## src/rtl/deserializer_ctrl.sv

```systemverilog
// deserializer_ctrl: framing and flow controller for the NoC link deserializer.
// Narrow serial beats are shifted into a SIPO register and published as one
// wide flit on a valid/ready port. Framing errors raise a one-cycle pulse, and
// the serial side is backpressured only when a finished flit could not be stored.
module deserializer_ctrl #(
  parameter int INPUT_SIZE  = 4,
  parameter int OUTPUT_SIZE = 32,
  parameter int REQUIRE_SOF = 1
) (
  input  logic                   clk,
  input  logic                   reset,
  input  logic [INPUT_SIZE-1:0]  in_data,
  input  logic                   in_valid,
  input  logic                   in_sof,
  output logic                   in_ready,
  output logic [OUTPUT_SIZE-1:0] flit_data,
  output logic                   flit_valid,
  input  logic                   flit_ready,
  output logic                   err_frame,
  output logic                   busy
);

  localparam int BEATS = OUTPUT_SIZE / INPUT_SIZE;
  localparam int CNT_W = (BEATS > 1) ? $clog2(BEATS) : 1;

  localparam logic [CNT_W-1:0] CNT_ZERO = {CNT_W{1'b0}};
  localparam logic [CNT_W-1:0] CNT_ONE  = CNT_W'(1);
  localparam logic [CNT_W-1:0] CNT_LAST = CNT_W'(BEATS - 1);

  // Register state
  logic [OUTPUT_SIZE-1:0] sreg_q,       sreg_d;
  logic [CNT_W-1:0]       beat_cnt_q,   beat_cnt_d;
  logic [OUTPUT_SIZE-1:0] flit_data_q,  flit_data_d;
  logic                   flit_valid_q, flit_valid_d;
  logic                   err_frame_q,  err_frame_d;

  // Combinational helpers
  logic                   acc_s;
  logic                   at_last_s;
  logic                   at_first_s;
  logic [OUTPUT_SIZE-1:0] shifted_s;

  assign at_last_s  = (beat_cnt_q == CNT_LAST);
  assign at_first_s = (beat_cnt_q == CNT_ZERO);

  // The only beat that cannot be taken is the final one of a flit while the
  // previously completed flit is still waiting and not being consumed now.
  assign in_ready  = ~reset & ~(flit_valid_q & ~flit_ready & at_last_s);
  assign acc_s     = in_valid & in_ready;

  // Newest beat enters at the MSB end so beat 0 ends up in the lowest bits.
  assign shifted_s = {in_data, sreg_q[OUTPUT_SIZE-1:INPUT_SIZE]};

  // Next-state: shifting, beat counting, framing checks and flit hand-off.
  always_comb begin
    sreg_d       = sreg_q;
    beat_cnt_d   = beat_cnt_q;
    flit_data_d  = flit_data_q;
    flit_valid_d = flit_valid_q;
    err_frame_d  = 1'b0;

    // A consumed flit is released unless a new one replaces it below.
    if (flit_valid_q && flit_ready) begin
      flit_valid_d = 1'b0;
    end else begin
      flit_valid_d = flit_valid_q;
    end

    if (acc_s) begin
      if (in_sof && !at_first_s) begin
        // Unexpected start of frame: abandon the partial flit and restart
        // with this beat as beat 0. Stale beats shift out naturally.
        err_frame_d = 1'b1;
        sreg_d      = shifted_s;
        beat_cnt_d  = CNT_ONE;
      end else if ((REQUIRE_SOF != 0) && at_first_s && !in_sof) begin
        // Unframed beat at idle is dropped without touching the register.
        err_frame_d = 1'b1;
        sreg_d      = sreg_q;
        beat_cnt_d  = beat_cnt_q;
      end else begin
        sreg_d = shifted_s;
        if (at_last_s) begin
          beat_cnt_d   = CNT_ZERO;
          flit_data_d  = shifted_s;
          flit_valid_d = 1'b1;
        end else begin
          beat_cnt_d   = beat_cnt_q + CNT_ONE;
        end
      end
    end else begin
      sreg_d     = sreg_q;
      beat_cnt_d = beat_cnt_q;
    end
  end

  // State register with synchronous reset; reset drops all in-flight data.
  always_ff @(posedge clk) begin
    if (reset) begin
      sreg_q       <= {OUTPUT_SIZE{1'b0}};
      beat_cnt_q   <= CNT_ZERO;
      flit_data_q  <= {OUTPUT_SIZE{1'b0}};
      flit_valid_q <= 1'b0;
      err_frame_q  <= 1'b0;
    end else begin
      sreg_q       <= sreg_d;
      beat_cnt_q   <= beat_cnt_d;
      flit_data_q  <= flit_data_d;
      flit_valid_q <= flit_valid_d;
      err_frame_q  <= err_frame_d;
    end
  end

  assign flit_data  = flit_data_q;
  assign flit_valid = flit_valid_q;
  assign err_frame  = err_frame_q;
  assign busy       = (beat_cnt_q != CNT_ZERO);

endmodule
```

## config.mk

```make
export PLATFORM = sky130hd
export DESIGN_NAME = deserializer_ctrl
export DESIGN_NICKNAME = d
export VERILOG_FILES = /design/src/rtl/deserializer_ctrl.sv
export SDC_FILE = /design/constraint.sdc
export NUM_CORES = 1
export LEC_CHECK = 0
export BUFFER_PORTS_ARGS = -buffer_cell sky130_fd_sc_hd__buf_2
export CORE_ASPECT_RATIO = 1.25
export CORE_MARGIN = 2
export CORE_UTILIZATION = 50
export CTS_CLUSTER_SIZE = 16
export DETAILED_ROUTE_END_ITERATION = 10
export PLACE_DENSITY = 0.72
export RECOVER_POWER = 25
export REMOVE_ABC_BUFFERS = 1
export SYNTH_ARGS = -nofsm -noshare
export SYNTH_HDL_FRONTEND = slang
export SYNTH_SLANG_ARGS = --single-unit
export TNS_END_PERCENT = 20
```

## constraint.sdc

```tcl
create_clock -name clk -period 3.3 [get_ports clk]
set_input_delay 0.495 -clock clk [delete_from_list [all_inputs] [get_ports clk]]
set_output_delay 0.495 -clock clk [all_outputs]
set_load 0.02 [all_outputs]
```

# Word level (Yosys, flattened, before mapping)
# Index checks and enable logic that the tools add are counted.
# totals
output_inout_bits	36
inputBits	9
latch_bits	0
word_cells	40
ram_bits	0
mem_count	0
ff_bits	69
rom_bits	0
# classes
add_sub_neg	1
eq_ne	2
reduce_logical	10
n_lt_le_gt_ge	0
bitwise	10
n_mux	12
n_shift	0
div_mod_pow	0
multipliers	0
# ops
cell	count
two-way mux 32 bit	2
two-way mux 3 bit	3
two-way mux 1 bit	7
inverter 1 bit	6
AND 1 bit	4
AND reduction 4 bit	1
adder 3 x 1 -> 3 bit (second input constant)	1
== test 3 bit (second input constant)	1
logical AND 1 bit	3
zero test 3 bit	1
nonzero test 3 bit	1
zero test 1 bit	2
inequality test 2 bit (second input constant)	1
AND reduction 2 bit	1
OR reduction 2 bit	1

# Longest topological paths before layout
# depth
word_depth	8
ltp_mapped	10
depth_no_buf	8

# Worst setup path after synthesis
# OpenSTA, ideal clock, no wires.
# synth_path
path_kind	register to register
start	reg beat_cnt_q[0]
end	reg sreg_q[10]
setup_ps	121
period_less_slack_ps	1901
arrival_ps	1780
path_slack_ps	1399
path_buffers	1
required_time_ps	3179
path_stages_with_launch	10
cell_sequence	dfxtp_1 -> inv_1 -> ha_1 -> nand2b_1 -> inv_1 -> ha_1 -> nor3b_2 -> nand2_2 -> buf_6 -> mux2_4
# synth_via
elab_chain_len	6
elab_cells_between_ends	12
cone_classes	eq/ne: 2; mux: 1; bitwise: 4; reduce/logical: 5
# synth_lines
item	line	rtl
from (decl)	32	logic [CNT_W-1:0] beat_cnt_q, beat_cnt_d;
from (signal assigned)	107	beat_cnt_q <= beat_cnt_d;
== test 3 bit	43	assign at_last_s = (beat_cnt_q == CNT_LAST);
AND 1 bit	48	assign in_ready = ~reset & ~(flit_valid_q & ~flit_ready & at_last_s);
inverter 1 bit	48	
AND 1 bit	48	
AND 1 bit	49	assign acc_s = in_valid & in_ready;
AND reduction 2 bit (no line)	-	
to (signal assigned)	100	sreg_q <= {OUTPUT_SIZE{1'b0}};
to (signal assigned)	106	sreg_q <= sreg_d;
to (decl)	31	logic [OUTPUT_SIZE-1:0] sreg_q, sreg_d;
# Parallel ways exist; a longest one is shown, timed or not.
# A chain may end at the register's enable or synchronous reset.

# Final worst setup path
# layout_path
start	reg beat_cnt_q[0]
end	reg flit_data_q[20], in the netlist flit_data[20]
# layout_via
elab_chain_len	6
elab_cells_between_ends	12
cone_classes	eq/ne: 1; bitwise: 6; reduce/logical: 5
# layout_lines
item	line	rtl
== test 3 bit	43	
AND 1 bit	48	
inverter 1 bit	48	
AND 1 bit	48	
AND 1 bit	49	
AND reduction 4 bit (no line) (*)	-	
to (signal assigned)	102	flit_data_q <= {OUTPUT_SIZE{1'b0}};
to (signal assigned)	108	flit_data_q <= flit_data_d;
to (decl)	33	logic [OUTPUT_SIZE-1:0] flit_data_q, flit_data_d;
# Mark *: on every way between the ends. The rest lies on a longest branch, timed or not.

==> metrics.md <==
| Metric | Value |
|---|---|
| Status | `completed` |
| Syn Area/Cell | `10.2 um^2` |
| GPL Wtd Cong | `0.766` |
| Crit path max fanout | `22` |
| N_diodes | `0` |
| Crit path launch type | `register` |
| Relative slew slack | `65.8%` |
| Total congestion overflow | `0` |
| Post-synth top area share | `46.8%` |
| Leakage | `1.32 nW` |
| Met2 Use GR | `29.6%` |
| Initial antenna violation count | `0` |
| Clk slew on worst S/H paths | `0.07 ns` |
| Final #Nets | `325` |
| Top-count cell post-synth | `dfxtp_1` |
| Post-CTS setup buffers | `0` |
| First-pass GRT wire length | `8790 um` |
| Layout cells sized above 1 | `22.5%` |
| TNS Setup | `0 ns` |
| DRC viols | `0` |
| Number of cell rows | `30` |
| Power density over the cells | `512 nW/um^2` |
| Tightest Hold Check Type | `in2reg` |
| Post-DRT Antenna Nets | `0` |
| Max-cap viol count | `0` |
| Pin count of the biggest net entering global routing | `46` |
| Post-Route Skew | `0.00948 ns` |
| Initial Util | `51.4%` |
| GRT busiest layer | `met2` |
| Post-layout min period | `2.30 ns` |
| Port buffer count | `44` |
| Cell area after synthesis | `2780 um^2` |
| Die W | `70.7 um` |
| FMAX | `435 MHz` |
| Final Hold Vio Count | `0` |
| Top FF cell, synth | `dfxtp_1` |
| Power, Total | `0.00162 W` |
| Post-CTS sizing | `0` |
| Fin crit share | `69.7%` |
| Synth unique cells | `27` |
| Bufs on Longest Clock Path | `2` |
| Synth top cells by count | `dfxtp_1, a21oi_1, nand3_1, o21ai_0, mux2_4` |
| Post-synth EDFFs | `0` |
| TritonCTS clock tree | `yes` |
| Vias in the first global route | `1,946` |
| DP Wirelength | `3270 um` |
| Place WS | `1.01 ns` |
| Core Area | `5410 um^2` |
| Die ar. | `6180 um^2` |
| Max IR drop VDD | `244 uV` |
| Total GRT Usage | `17.9%` |
| Total CTS buffers | `9` |
| Least-Margin Pin Slew | `0.511 ns` |
| Cell chosen for the clock root | `clkbuf_8` |
| CP delay by family, top | `simple AND/OR/NAND/NOR gates` |
| Hold_ws | `0.403 ns` |
| Post-CTS Hold Buffers | `0` |
| Unrepaired setup endpoints after global routing | `no` |
| Bufs and invs on worst path | `3` |
| Cell taking the most area after synthesis | `dfxtp_1` |
| Worst setup margin | `1.00 ns` |
| Placed cell areas | `3000 um^2` |
| Slowest cell on crit path | `nand4b_1` |
| CP Capture Type | `register` |
| 1st-iter DRT viols | `89` |
| Met1 global-route usage | `22.6%` |
| Top Ports | `45` |
| Synth top area cells | `dfxtp_1, mux2_4, a21oi_1` |
| Setup Crit Path Kind | `reg2reg` |
| Register area share after synthesis | `46.8%` |
| CP cell instances | `inv_1, ha_1, nand2b_1, inv_1, ha_1, nand4b_1, buf_4, o21ai_0, a21oi_1` |
| Die height | `87.4 um` |
| DR vias | `2,007` |
| DR WL/cell | `13.9 um` |
| DR pass1 iterations | `4` |
| Design area | `3180 um^2` |
| GRT met3 Usage | `4.28%` |
| Final Slew Violations | `0` |
| Async set or reset register ratio after synthesis | `0%` |
| Max incr delay on CP | `0.41 ns` |
| Area Overhead vs Synth | `14.2%` |
| Vias/cell | `5.30` |
| Final setup vio count | `0` |
| Clock sinks | `65` |
| Required @ worst endpoint | `3.50 ns` |
| YS warnings | `0` |
| Drt total wl | `5260 um` |
| Flops & latches, synth | `65` |
| CTS H-tree lvls | `3` |
| Worst path arrival time | `2.50 ns` |
| Gate Count Post-Synth | `272` |
| Worst-skew pair later-pin latency | `0.33 ns` |
report_power, final:
part | total, W | internal [W] | switching (W) | leakage, nW
clock network | 0.000718 | 0.000425 | 0.000293 | 0.0995
logic | 0.000101 | 0.0000474 | 0.0000541 | 0.695
registers | 0.000805 | 0.000797 | 0.00000832 | 0.525
total | 0.00162 | 0.00127 | 0.000356 | 1.32
flip-flops by register name, indices dropped and copies added (netlist names):
signal / flops
flit_data: 32
sreg_q: 28
beat_cnt_q: 3
err_frame: 1
flit_valid: 1
area by class of cell:
type	instances	area (um^2)
fillers	531	2230
multi-input cells	179	1330
flip-flops and latches	65	1300
repair buffers	51	241
clock buffers	11	131
clock inverters	5	80.1
well taps	64	80.1
inverters	4	15.0
cell families (layout without fill, tap and decap cells):
logic type	count (synthesis)	after routing	synth area share, %
compound gates	67	67	12.2
fa+ha+maj	6	6	2.70
buf+inv	28	71	5.49
flops	65	65	46.8
mux	31	31	16.2
simple gates	75	75	16.6
per-layer routing:
layer	vias to the layer above	part of all wire, %	wire length, um
met3	6	3.6	187
met2	36	47	2450
met5	-	0	0
li1	1014	-	-
met1	951	49	2570
met4	0	1.0	54
path summary, 6_finish.rpt:
kind | cells past startpoint | end | from | slack, ns
hold / removal | 2 | sreg_q[29] | in_data[1] | 0.40
setup / recovery | 9 | flit_data[20] | beat_cnt_q[0] | 1.00
hold reg to reg | 2 | flit_data[2] | sreg_q[6] | 0.47
setup reg to reg | 9 | flit_data[20] | beat_cnt_q[0] | 1.00
worst reg2reg max path: cells and delay by family (launching register included):
kind	cells	cell delay, ns
adder cells (fa/ha/maj)	2	0.50
flip-flops	1	0.35
AO/OA/AOI/OAI	2	0.26
AND/OR/NAND/NOR	2	0.53
buffers and inverters	3	0.52
metrics by stage:
stage	util (%)	cells
global route	58.8	379
CTS	59.3	379
detailed placement	55.4	363
global placement	55.4	363
finish	58.8	379
floorplan	-	248
layout by cell type, fill, tap and decap left out, drive strengths merged:
cell,count
a21oi,34
and2b,10
and4b,1
buf,26
bufinv,2
clkbuf,36
clkinv,1
clkinvlp,2
dfxtp,65
ha,6
inv,4
mux2,29
mux2i,2
nand2,1
nand2b,6
nand3,32
nand3b,1
nand4b,1
nand4bb,1
nor2,1
nor2b,19
nor3b,1
nor4bb,1
o21ai,32
o21bai,1
(Power assumes the default switching activity.)
